$ cat src/rtl/bin_thresh_ctrl.sv
// bin_thresh_ctrl: per-frame mean of the grey stream, used as the binarizer threshold; define THRESH_CLAMP_EN to clamp the result
module bin_thresh_ctrl #(
    parameter int         CNT_W       = 19,
    parameter int         SUM_W       = 27,
    parameter logic [7:0] THRESH_INIT = 8'd64
`ifdef THRESH_CLAMP_EN
    ,
    parameter logic [7:0] THRESH_MIN  = 8'd16,
    parameter logic [7:0] THRESH_MAX  = 8'd240
`endif
) (
    input  logic       pclk,
    input  logic       rst_n,
    input  logic [7:0] data_gray,
    input  logic       hsync_gray,
    input  logic       vsync_gray,
    output logic [7:0] thresh,
    output logic       thresh_valid,
    output logic       busy,
    output logic       acc_ovf
);
    typedef enum logic [1:0] {IDLE, DIV, UPD} state_t;

    state_t           state, state_nxt;
    logic             vs_d;
    logic             fs;
    logic [SUM_W-1:0] sum, num;
    logic [CNT_W-1:0] cnt, den;
    logic [7:0]       q, res;
    logic [2:0]       k;
    logic [SUM_W:0]   dsh;
    logic             ge;

    assign fs   = vsync_gray & ~vs_d;
    assign dsh  = (SUM_W+1)'(den) << k;
    assign ge   = {1'b0, num} >= dsh;
    assign busy = state == DIV;
`ifdef THRESH_CLAMP_EN
    assign res  = q < THRESH_MIN ? THRESH_MIN : (q > THRESH_MAX ? THRESH_MAX : q);
`else
    assign res  = q;
`endif

    // vsync delay for frame-start edge detection
    always_ff @(posedge pclk or negedge rst_n)
        if (!rst_n) vs_d <= 1'b0;
        else        vs_d <= vsync_gray;

    // frame statistics; the boundary pixel starts the new frame, counter saturation freezes both
    always_ff @(posedge pclk or negedge rst_n) begin
        if (!rst_n) begin
            sum     <= '0;
            cnt     <= '0;
            acc_ovf <= 1'b0;
        end else if (fs) begin
            sum     <= hsync_gray ? SUM_W'(data_gray) : '0;
            cnt     <= hsync_gray ? CNT_W'(1) : '0;
            acc_ovf <= 1'b0;
        end else if (hsync_gray) begin
            if (&cnt) begin
                acc_ovf <= 1'b1;
            end else begin
                sum <= sum + SUM_W'(data_gray);
                cnt <= cnt + CNT_W'(1);
            end
        end
    end

    // state register
    always_ff @(posedge pclk or negedge rst_n)
        if (!rst_n) state <= IDLE;
        else        state <= state_nxt;

    // next state: any frame start restarts (or cancels, on an empty frame) the division
    always_comb begin
        state_nxt = state;
        if (fs)
            state_nxt = cnt != '0 ? DIV : IDLE;
        else if (state == DIV)
            state_nxt = k == 3'd0 ? UPD : DIV;
        else if (state == UPD)
            state_nxt = IDLE;
    end

    // restoring divider: snapshot at frame start, then one quotient bit per cycle MSB first
    always_ff @(posedge pclk or negedge rst_n) begin
        if (!rst_n) begin
            num <= '0;
            den <= '0;
            q   <= '0;
            k   <= '0;
        end else if (fs && cnt != '0) begin
            num <= sum;
            den <= cnt;
            q   <= '0;
            k   <= 3'd7;
        end else if (state == DIV) begin
            if (ge) begin
                num  <= num - dsh[SUM_W-1:0];
                q[k] <= 1'b1;
            end
            k <= k - 3'd1;
        end
    end

    // publish the quotient unless a frame start aborted it in the same cycle
    always_ff @(posedge pclk or negedge rst_n) begin
        if (!rst_n) begin
            thresh       <= THRESH_INIT;
            thresh_valid <= 1'b0;
        end else begin
            thresh_valid <= state == UPD && !fs;
            if (state == UPD && !fs) thresh <= res;
        end
    end
endmodule

$ cat config.mk
export PLATFORM = sky130hd
export DESIGN_NAME = bin_thresh_ctrl
export DESIGN_NICKNAME = d
export VERILOG_FILES = /design/src/rtl/bin_thresh_ctrl.sv
export SDC_FILE = /design/constraint.sdc
export NUM_CORES = 1
export LEC_CHECK = 0
export CORE_MARGIN = 4
export CORE_UTILIZATION = 55
export DETAILED_ROUTE_END_ITERATION = 10
export PLACE_DENSITY = 0.72
export SETUP_SLACK_MARGIN = 0.15
export SYNTH_ARGS = -nofsm -noshare
export SYNTH_HDL_FRONTEND = slang
export SYNTH_SLANG_ARGS = --single-unit
$ cat constraint.sdc
create_clock -name pclk -period 6.1 [get_ports pclk]
set_clock_uncertainty 0.15 [all_clocks]
set_input_delay 0.915 -clock pclk [delete_from_list [all_inputs] [get_ports pclk]]
set_output_delay 0.915 -clock pclk [all_outputs]
set_load 0.03 [all_outputs]
==> flow_metrics.py, run 1 <==
metrics = {
    "status": {
        "outcome": "completed",
    },
    "sta": {
        "finalWorstSetupSlack_ns": 1.21,
        "slew_violations": 0,
        "worst_pin_slew_ns": 1.04,
        "min_period_ns": 4.89,
        "rsz0062_at_grt": "false",
        "hold_viol": 0,
        "finalSetupTns_ns": 0,
        "max_freq_mhz": 204,
        "whs_ns": 0.317,
        "relSlewSlack_pct": 30.6,
        "setup_viol": 0,
        "final.period_utilization_pct": 80.2,
    },
    "route": {
        "wl_per_cell_um": 18.2,
        "vias_per_cell": 6.16,
        "vias": 6680,
        "drc": 0,
        "totalWireLength_mm": 19.7,
        "drt_iter0_drc": 571,
        "final_antenna_net_count": 0,
        "dr.pass1.iters": 5,
    },
    "clocking": {
        "clkSlewWorstSetupHoldPaths_ns": 0.06,
        "numCtsBuffers": 17,
        "cts_hold_buf": 0,
        "ctsRootBufferMaster": "clkbuf_16",
        "cts_resized": 0,
        "htreeDepth": 4,
        "max-clock-path-buffers": 2,
        "cts_sinks": 116,
        "worstSkewPairLatency_ns": 0.42,
        "post-cts-setup-buffers": 0,
        "cts_tree": "built",
    },
    "floorplanning": {
        "rows": 43,
        "die_x_um": 127,
        "fp.dieH_um": 127,
        "ios": 23,
        "core_sq_um": 13900,
        "initial_utilization_pct": 56.3,
        "die_area_sq_um": 16200,
    },
    "pwr": {
        "cellPowerDensity_nw_per_um2": 563,
        "power_mw": 4.95,
        "p_leak_nw": 3.91,
        "peakVddDrop_uv": 349,
    },
    "placed_design": {
        "placed_cells": 1052,
        "io_buffer_count": 22,
        "gp_congestion": 0.929,
        "hpwlAfterDp_mm": 14.1,
        "pre_cts_ws_ns": 1.29,
    },
    "setup_path": {
        "critPathArrivalTime_ns": 5.04,
        "cp_num_cells": 13,
        "worstSetupStartpointType": "flop",
        "ff2ff_path_depth": 13,
        "path_buf_inv": 1,
        "endpoint_kind": "flop",
        "criticalPathCategory": "reg -> reg",
        "path_cells": "clkinv_1 > nand2_1 > nor2_1 > a21oi_1 > ha_1 > and3_1 > a221oi_2 > a21oi_2 > a21o_1 > o31ai_2 > a22o_4 > nor3_1 > a221o_1",
        "critPathMaxFanout": 51,
        "cp.required_ns": 6.25,
        "crit_family": "compound AO/OA/AOI/OAI gates",
        "slowest_delay_ns": 0.85,
        "crit_slowest_cell": "dfrtp_1",
    },
    "logic_synthesis": {
        "yosys.area.top_type_share_pct": 36.7,
        "synth.most_common_cell": "nand2_1",
        "syn_inst": 885,
        "post_synth_num_cell_types": 83,
        "ys.warnings.count": 0,
        "synthArstFlopShare_pct": 100,
        "ys_ff_latch": 116,
        "synth_area_per_cell_sq_um": 8.86,
        "synth_ff_type": "dfrtp_1",
        "synth_common_cells": "nand2_1 (150), dfrtp_1 (115), nor2_1 (82)",
        "ys_seq_area_share_pct": 37.0,
        "syn-cell-area_sq_um": 7840,
        "synth_top_cell_by_area": "dfrtp_1",
        "synthTopCellsByArea": "dfrtp_1 (37%), nand2_1 (7.2%), ha_1 (6.2%), mux2i_1 (4.3%), a21oi_1 (4.1%)",
        "synth_nets": 938,
        "synth_edf_count": 0,
    },
    "worst_hold_path": {
        "whs_path_depth": 2,
        "hp-class": "reg -> reg",
    },
    "cells_and_area": {
        "n_antenna_cell": 0,
        "fin_nets": 944,
        "drive_above_1_share_pct": 9.85,
        "area_growth_pct": 12.2,
        "instances_no_fill": 1084,
    },
    "global_routing": {
        "grt_pass1_vias": 6671,
        "overflow": 0,
        "grt_start_max_net_pins": 66,
        "antenna_found_initial": 0,
        "grt_pass1_wl_mm": 33.2,
        "gr-usage-all-layers_pct": 25.4,
    },
    "run": {
        "maxCapViolCount": 0,
    },
}
-- stage by stage --
step / instance area (sq um) / utilization, %
floorplan: 7840 / -
global placement: 8150 / 58.5
detailed placement: 8150 / 58.5
CTS: 8790 / 63.1
global route: 8790 / 63.1
finish: 8790 / 63.1
-- report_power, final --
part	leakage, nW	internal, mW	switching [mW]
clock network	0.317	0.735	0.370
logic	2.06	1.09	1.60
registers	1.53	0.962	0.194
-- final timing paths --
kind,slack [ns],end,from
setup / recovery,1.21,num[24]$_DFFE_PN0P_,k[1]$_DFFE_PN0P_
hold / removal,0.32,thresh[6]$_DFFE_PN1P_,thresh[6]$_DFFE_PN1P_
setup reg to reg,1.21,num[24]$_DFFE_PN0P_,k[1]$_DFFE_PN0P_
hold reg to reg,0.32,thresh[6]$_DFFE_PN1P_,thresh[6]$_DFFE_PN1P_
max in group asynchronous,4.15,den[5]$_DFFE_PN0P_,rst_n
min in group asynchronous,0.45,sum[24]$_DFFE_PN0P_,rst_n
-- state kept, by name, indices dropped and copies added, names as in the netlist --
| name | count |
|---|---|
| state | 2 |
| den | 19 |
| sum | 27 |
| vs_d | 1 |
| k | 3 |
| num | 27 |
| thresh_valid | 1 |
| cnt | 19 |
| acc_ovf | 1 |
| q | 8 |
| thresh | 8 |
-- metal layers --
layer,routed length (um),track usage (%)
met5,0,0
met4,520,9.91
met3,953,5.14
met2,9250,40.4
met1,8970,34.3
-- kinds of logic (layout without fill, tap and decap cells) --
kind of cell | after synthesis | count (layout) | synth area share, %
buf+inv | 66 | 85 | 3.91
flops | 116 | 116 | 37.0
fa+ha+maj | 41 | 41 | 6.73
xor+xnor | 48 | 48 | 5.36
compound gates | 213 | 213 | 18.5
simple gates | 357 | 357 | 21.8
mux | 44 | 44 | 6.64
-- cell usage in the layout (no fill, tap or decap), drive strengths merged, types with 21 or more instances in the layout --
cell type | netlist | routed
mux2i | 34 | 34
ha | 39 | 39
nor2 | 82 | 82
xnor2 | 34 | 34
a21oi | 66 | 66
dfrtp | 115 | 115
nand2 | 151 | 151
clkdlybuf4s50 | 0 | 21
o21ai | 47 | 47
inv | 20 | 22
-- final cells by class --
class                      instances  area [sq um]
multi-input combinational        703          4650
clock inverter                    13           204
clock buffer                      19           443
inverter                          23          86.3
sequential                       116          2900
tap                              180           225
fill                            1199          5140
timing repair buffer              30           278
-- worst min-delay path, cell delays in order, from the launching register on --
cell,delay [ns]
dfstp_2,0.37
nand2_1,0.05
nand2_1,0.05
(Power assumes the default switching activity.)
==> run 2, diff against run 1 <==
==> constraint.sdc (replaced) <==
create_clock -name pclk -period 4.81 [get_ports pclk]
set_clock_uncertainty 0.15 [all_clocks]
set_input_delay 0.7215 -clock pclk [delete_from_list [all_inputs] [get_ports pclk]]
set_output_delay 0.7215 -clock pclk [all_outputs]
set_load 0.03 [all_outputs]
==> flow_metrics.py, run 2 (synthesis gave the netlist of run 1 again) <==
metrics = {
    "setup_path": {
        "endpoint_kind": "flop",
        "rrSetupSlack_ns": 0.45,
        "criticalPathCategory": "reg -> reg",
        "worstSetupStartpointType": "flop",
        "ff2ff_path_depth": 14,
        "r2r-end": "num[14]$_DFFE_PN0P_",
        "cp.required_ns": 4.94,
        "cp-endpoint": "num[14]$_DFFE_PN0P_",
        "critPathArrivalTime_ns": 4.49,
        "cp-startpoint": "k[0]$_DFFE_PN0P_",
        "r2r_start": "k[0]$_DFFE_PN0P_",
        "critPathMaxFanout": 19,
    },
    "global_routing": {
        "grt_start_max_net_pins": 52,
        "antenna_found_initial": 0,
        "overflow": 0,
        "gr-usage-all-layers_pct": 25.3,
        "grt_pass1_vias": 6462,
        "grt_pass1_wl_mm": 33.0,
    },
    "placed_design": {
        "dpl_cell_area_sq_um": 8200,
        "gp_congestion": 0.963,
        "hpwlAfterDp_mm": 14.6,
        "io_buffer_count": 22,
        "pre_cts_ws_ns": 0.431,
    },
    "floorplanning": {
        "fp.dieH_um": 127,
        "die_x_um": 127,
        "initial_utilization_pct": 56.3,
        "core_sq_um": 13900,
        "ios": 23,
        "rows": 43,
        "die_area_sq_um": 16200,
    },
    "route": {
        "vias_per_cell": 6.19,
        "drt_iter0_drc": 497,
        "totalWireLength_mm": 20.3,
        "vias": 6764,
        "final_antenna_net_count": 0,
        "drc": 0,
        "dr.pass1.iters": 6,
        "wl_per_cell_um": 18.6,
    },
    "cells_and_area": {
        "reg.largest.list": "num: 27 flops, sum: 27 flops",
        "drive_above_1_share_pct": 10.7,
        "final_common_cell": "nand2_1",
        "final-seq-area_sq_um": 2900,
        "n_antenna_cell": 0,
        "mostFrequentLayoutCells": "nand2_1 (150), dfrtp_1 (115), nor2_1 (81)",
        "area_growth_pct": 13.2,
        "design_area_sq_um": 8870,
        "multi_input_area_sq_um": 4660,
        "n_fill_cell": 1180,
        "fin_nets": 952,
    },
    "sta": {
        "max_freq_mhz": 229,
        "rsz0062_at_grt": "true",
        "min_period_ns": 4.36,
        "whs_ns": 0.0532,
        "hold_viol": 0,
        "setup_viol": 0,
        "finalWorstSetupSlack_ns": 0.448,
        "final.period_utilization_pct": 90.7,
        "worst_pin_slew_ns": 0.786,
        "finalSetupTns_ns": 0,
        "relSlewSlack_pct": 47.6,
        "slew_violations": 0,
    },
    "clocking": {
        "post-cts-setup-buffers": 0,
        "cts_tree": "built",
        "htreeDepth": 4,
        "clkSlewWorstSetupHoldPaths_ns": 0.06,
        "numCtsBuffers": 17,
        "worstSkewPairLatency_ns": 0.42,
        "cts_sinks": 116,
        "max-clock-path-buffers": 2,
        "cts_hold_buf": 0,
        "ctsRootBufferMaster": "clkbuf_16",
    },
    "run": {
        "maxCapViolCount": 0,
    },
    "pwr": {
        "power_mw": 6.36,
        "peakVddDrop_uv": 398,
        "cellPowerDensity_nw_per_um2": 717,
        "p_leak_nw": 3.94,
    },
    "status": {
        "outcome": "completed",
    },
    "worst_hold_path": {
        "hp-class": "in -> async",
    },
}
run 2: cell types whose count changed in the layout (fill, tap and decap cells not counted), sizes merged:
cell / before / now
clkbuf: 19 / 18
clkinvlp: 1 / 2
a22o: 1 / 2
clkinv: 8 / 6
buf: 9 / 16
inv: 22 / 24
run 2: worst min path at each step:
stage                          startpoint               endpoint  slack (ns)  depth (start not counted)
floorplan                           rst_n    acc_ovf$_DFFE_PN0P_        0.28                          0
global placement    thresh[6]$_DFFE_PN1P_  thresh[6]$_DFFE_PN1P_        0.30                          2
detailed placement  thresh[6]$_DFFE_PN1P_  thresh[6]$_DFFE_PN1P_        0.31                          2
CTS                                 rst_n    num[24]$_DFFE_PN0P_        0.06                          1
global route                        rst_n    num[24]$_DFFE_PN0P_        0.07                          1
finish                              rst_n    sum[15]$_DFFE_PN0P_        0.05                          1
run 2: where the power goes:
group          internal [mW]  total [mW]  switching, mW
Clock                  0.939        1.43          0.487
Sequential              1.22        1.42          0.198
Combinational           1.42        3.51           2.10
run 2: repair_timing:
action                                  in CTS  in global routing
gates resized for setup                      0                  0
endpoints found under the hold margin        0                  0
endpoints found under the setup margin       0                  9
run 2: metrics by stage:
stage,std cells,utilization [%]
6_report,1092,63.7
5_1_grt,1092,63.7
4_1_cts,1091,63.6
3_5_place_dp,1059,58.8
2_1_floorplan,885,-
3_3_place_gp,1059,58.8
run 2: routing by layer:
layer | vias up | GRT usage, % | wire (um)
li1 | 3224 | - | -
met4 | 0 | 6.88 | 272
met5 | - | 0 | 0
met3 | 34 | 3.85 | 1020
met1 | 3302 | 34.8 | 9200
met2 | 204 | 42.0 | 9800
run 2: layout make-up:
class	count	share of cell area [%]
tap	180	2.54
inverter	23	0.973
timing repair buffer	37	3.72
clock inverter	14	2.51
clock buffer	18	4.95
sequential	116	32.7
multi-input combinational	704	52.6
run 2: worst max-delay path: stages, from the launching register on:
cell and delay (ns):
dfrtp_1 0.57, buf_4 0.31, inv_1 0.22, nand2_1 0.12
nor3_1 0.15, ha_1 0.19, inv_1 0.06, fa_1 0.40
a21o_1 0.23, a221oi_2 0.32, a21oi_2 0.13, a21o_1 0.21
o31ai_2 0.42, a22o_2 0.57, o21ai_0 0.17
==> run 3, diff against run 2 <==
--- a/config.mk
+++ b/config.mk
@@ -8,7 +8,7 @@
 export CORE_MARGIN = 4
 export CORE_UTILIZATION = 55
 export DETAILED_ROUTE_END_ITERATION = 10
-export PLACE_DENSITY = 0.72
+export PLACE_DENSITY = 0.75
 export SETUP_SLACK_MARGIN = 0.15
 export SYNTH_ARGS = -nofsm -noshare
 export SYNTH_HDL_FRONTEND = slang
==> constraint.sdc (replaced) <==
create_clock -name pclk -period 4 [get_ports pclk]
set_clock_uncertainty 0.15 [all_clocks]
set_input_delay 0.6 -clock pclk [delete_from_list [all_inputs] [get_ports pclk]]
set_output_delay 0.6 -clock pclk [all_outputs]
set_load 0.03 [all_outputs]
==> flow_metrics.py, run 3 (synthesis gave the netlist of run 1 again) <==
metrics = {
    "clocking": {
        "numCtsBuffers": 17,
        "worstSkewPairLatency_ns": 0.42,
        "cts_hold_buf": 0,
        "max-clock-path-buffers": 2,
        "cts_sinks": 116,
        "clkSlewWorstSetupHoldPaths_ns": 0.06,
        "ctsRootBufferMaster": "clkbuf_16",
        "htreeDepth": 4,
        "cts_tree": "built",
    },
    "floorplanning": {
        "core_sq_um": 13900,
        "initial_utilization_pct": 56.3,
        "fp.dieH_um": 127,
        "ios": 23,
        "rows": 43,
        "die_area_sq_um": 16200,
        "die_x_um": 127,
    },
    "setup_path": {
        "r2r_start": "k[0]$_DFFE_PN0P_",
        "worstSetupStartpointType": "flop",
        "critPathArrivalTime_ns": 4.00,
        "path_buf_inv": 3,
        "crit_family": "compound AO/OA/AOI/OAI gates",
        "rrSetupSlack_ns": 0.21,
        "endpoint_kind": "flop",
        "r2r-end": "num[23]$_DFFE_PN0P_",
        "ff2ff_path_depth": 13,
        "criticalPathCategory": "reg -> reg",
        "slowest_delay_ns": 0.53,
        "cp-endpoint": "num[23]$_DFFE_PN0P_",
        "path_cells": "clkbuf_16 > mux4_2 > mux2i_2 > ha_1 > nand4_1 > buf_4 > a211oi_2 > a21o_1 > o31ai_4 > a22o_4 > buf_6 > or4_4 > nand3_2",
        "cp-startpoint": "k[0]$_DFFE_PN0P_",
        "crit_slowest_cell": "mux4_2",
        "critPathMaxFanout": 5,
        "cp.required_ns": 4.20,
        "cp_num_cells": 13,
    },
    "sta": {
        "max_freq_mhz": 264,
        "finalSetupTns_ns": 0,
        "slew_violations": 0,
        "final.period_utilization_pct": 94.8,
        "whs_ns": 0.129,
        "worst_pin_slew_ns": 0.858,
        "relSlewSlack_pct": 42.8,
        "setup_viol": 0,
        "rsz0062_at_grt": "true",
        "min_period_ns": 3.79,
        "hold_viol": 0,
    },
    "cells_and_area": {
        "instances_no_fill": 1114,
        "final-seq-area_sq_um": 2910,
        "mostFrequentLayoutCells": "nand2_1 (149), dfrtp_1 (114), nor2_1 (79)",
        "final_common_cell": "nand2_1",
        "reg.largest.list": "num: 27 flops, sum: 27 flops",
        "n_antenna_cell": 0,
        "n_fill_cell": 1134,
        "multi_input_area_sq_um": 4800,
        "fin_nets": 974,
        "area_growth_pct": 17.0,
        "drive_above_1_share_pct": 15.8,
    },
    "route": {
        "drt_iter0_drc": 668,
        "wl_per_cell_um": 17.6,
        "vias": 6794,
        "final_antenna_net_count": 0,
        "vias_per_cell": 6.10,
        "totalWireLength_mm": 19.6,
        "drc": 0,
        "dr.pass1.iters": 6,
    },
    "pwr": {
        "cellPowerDensity_nw_per_um2": 855,
        "p_leak_nw": 4.06,
        "peakVddDrop_uv": 546,
    },
    "placed_design": {
        "placed_cells": 1067,
        "io_buffer_count": 22,
        "hpwlAfterDp_mm": 13.4,
        "gp_congestion": 0.935,
    },
    "worst_hold_path": {
        "hp-class": "in -> async",
    },
    "status": {
        "outcome": "completed",
    },
    "run": {
        "maxCapViolCount": 0,
    },
    "global_routing": {
        "gr-usage-all-layers_pct": 24.3,
        "grt_pass1_vias": 6367,
        "antenna_found_initial": 0,
        "overflow": 0,
        "grt_pass1_wl_mm": 31.7,
        "grt_start_max_net_pins": 67,
    },
}
## run 3: cell types whose count changed in the layout (fill, tap and decap cells not counted), moves of 4 or more
cell	previous run	this run
clkbuf_16	17	21
ha_1	39	32
a21oi_1	65	58
buf_12	0	4
a21oi_2	1	8
bufinv_16	5	0
ha_2	0	7
buf_4	16	28
## run 3: timing repair
action,4_1_cts,5_1_grt
endpoints found under the setup margin,3,34
gates resized for setup,0,38
gates cloned,0,6
setup buffers,3,6
pin swaps,1,22
## run 3: per-stage QoR
step                      setup slack [ns]  area, sq um  utilization (%)  power, mW
after floorplan                      0.231         7840                -       4.94
after global placement               0.206         8300             59.5       5.82
after detailed placement             0.154         8300             59.5       5.89
after CTS                            0.203         8870             63.7       7.36
after global routing                0.0931         9180             65.8       8.43
final                                0.206         9180             65.8       7.85
## run 3: layout make-up
type	count	area share, %
clock buffers	21	5.02
clock inverters	11	0.873
inverters	23	0.982
multi-input cells	705	52.3
flip-flops and latches	116	31.7
well taps	180	2.45
repair buffers	58	6.67
## run 3: worst min-delay path by stage
stage	to	depth (start not counted)	slack [ns]	start
after global routing	num[15]$_DFFE_PN0P_	1	0.19	rst_n
after detailed placement	thresh[6]$_DFFE_PN1P_	2	0.30	thresh[6]$_DFFE_PN1P_
after floorplan	acc_ovf$_DFFE_PN0P_	0	0.15	rst_n
after CTS	num[15]$_DFFE_PN0P_	1	0.15	rst_n
final	num[15]$_DFFE_PN0P_	1	0.13	rst_n
after global placement	thresh[6]$_DFFE_PN1P_	2	0.30	thresh[6]$_DFFE_PN1P_
## run 3: layer usage
layer	wire length, um	share of wire [%]	global-route usage [%]
met4	373	1.9	8.20
met3	1220	6.2	5.48
met5	0	0	0
met1	9010	46	33.5
met2	8950	46	38.1
## run 3: report_power, final
part           switching, mW  internal [mW]  leakage (nW)  total, mW
sequential             0.239           1.47          1.53       1.71
clock                  0.561          0.823         0.255       1.38
combinational           2.68           2.07          2.27       4.75
total                   3.48           4.37          4.06       7.85
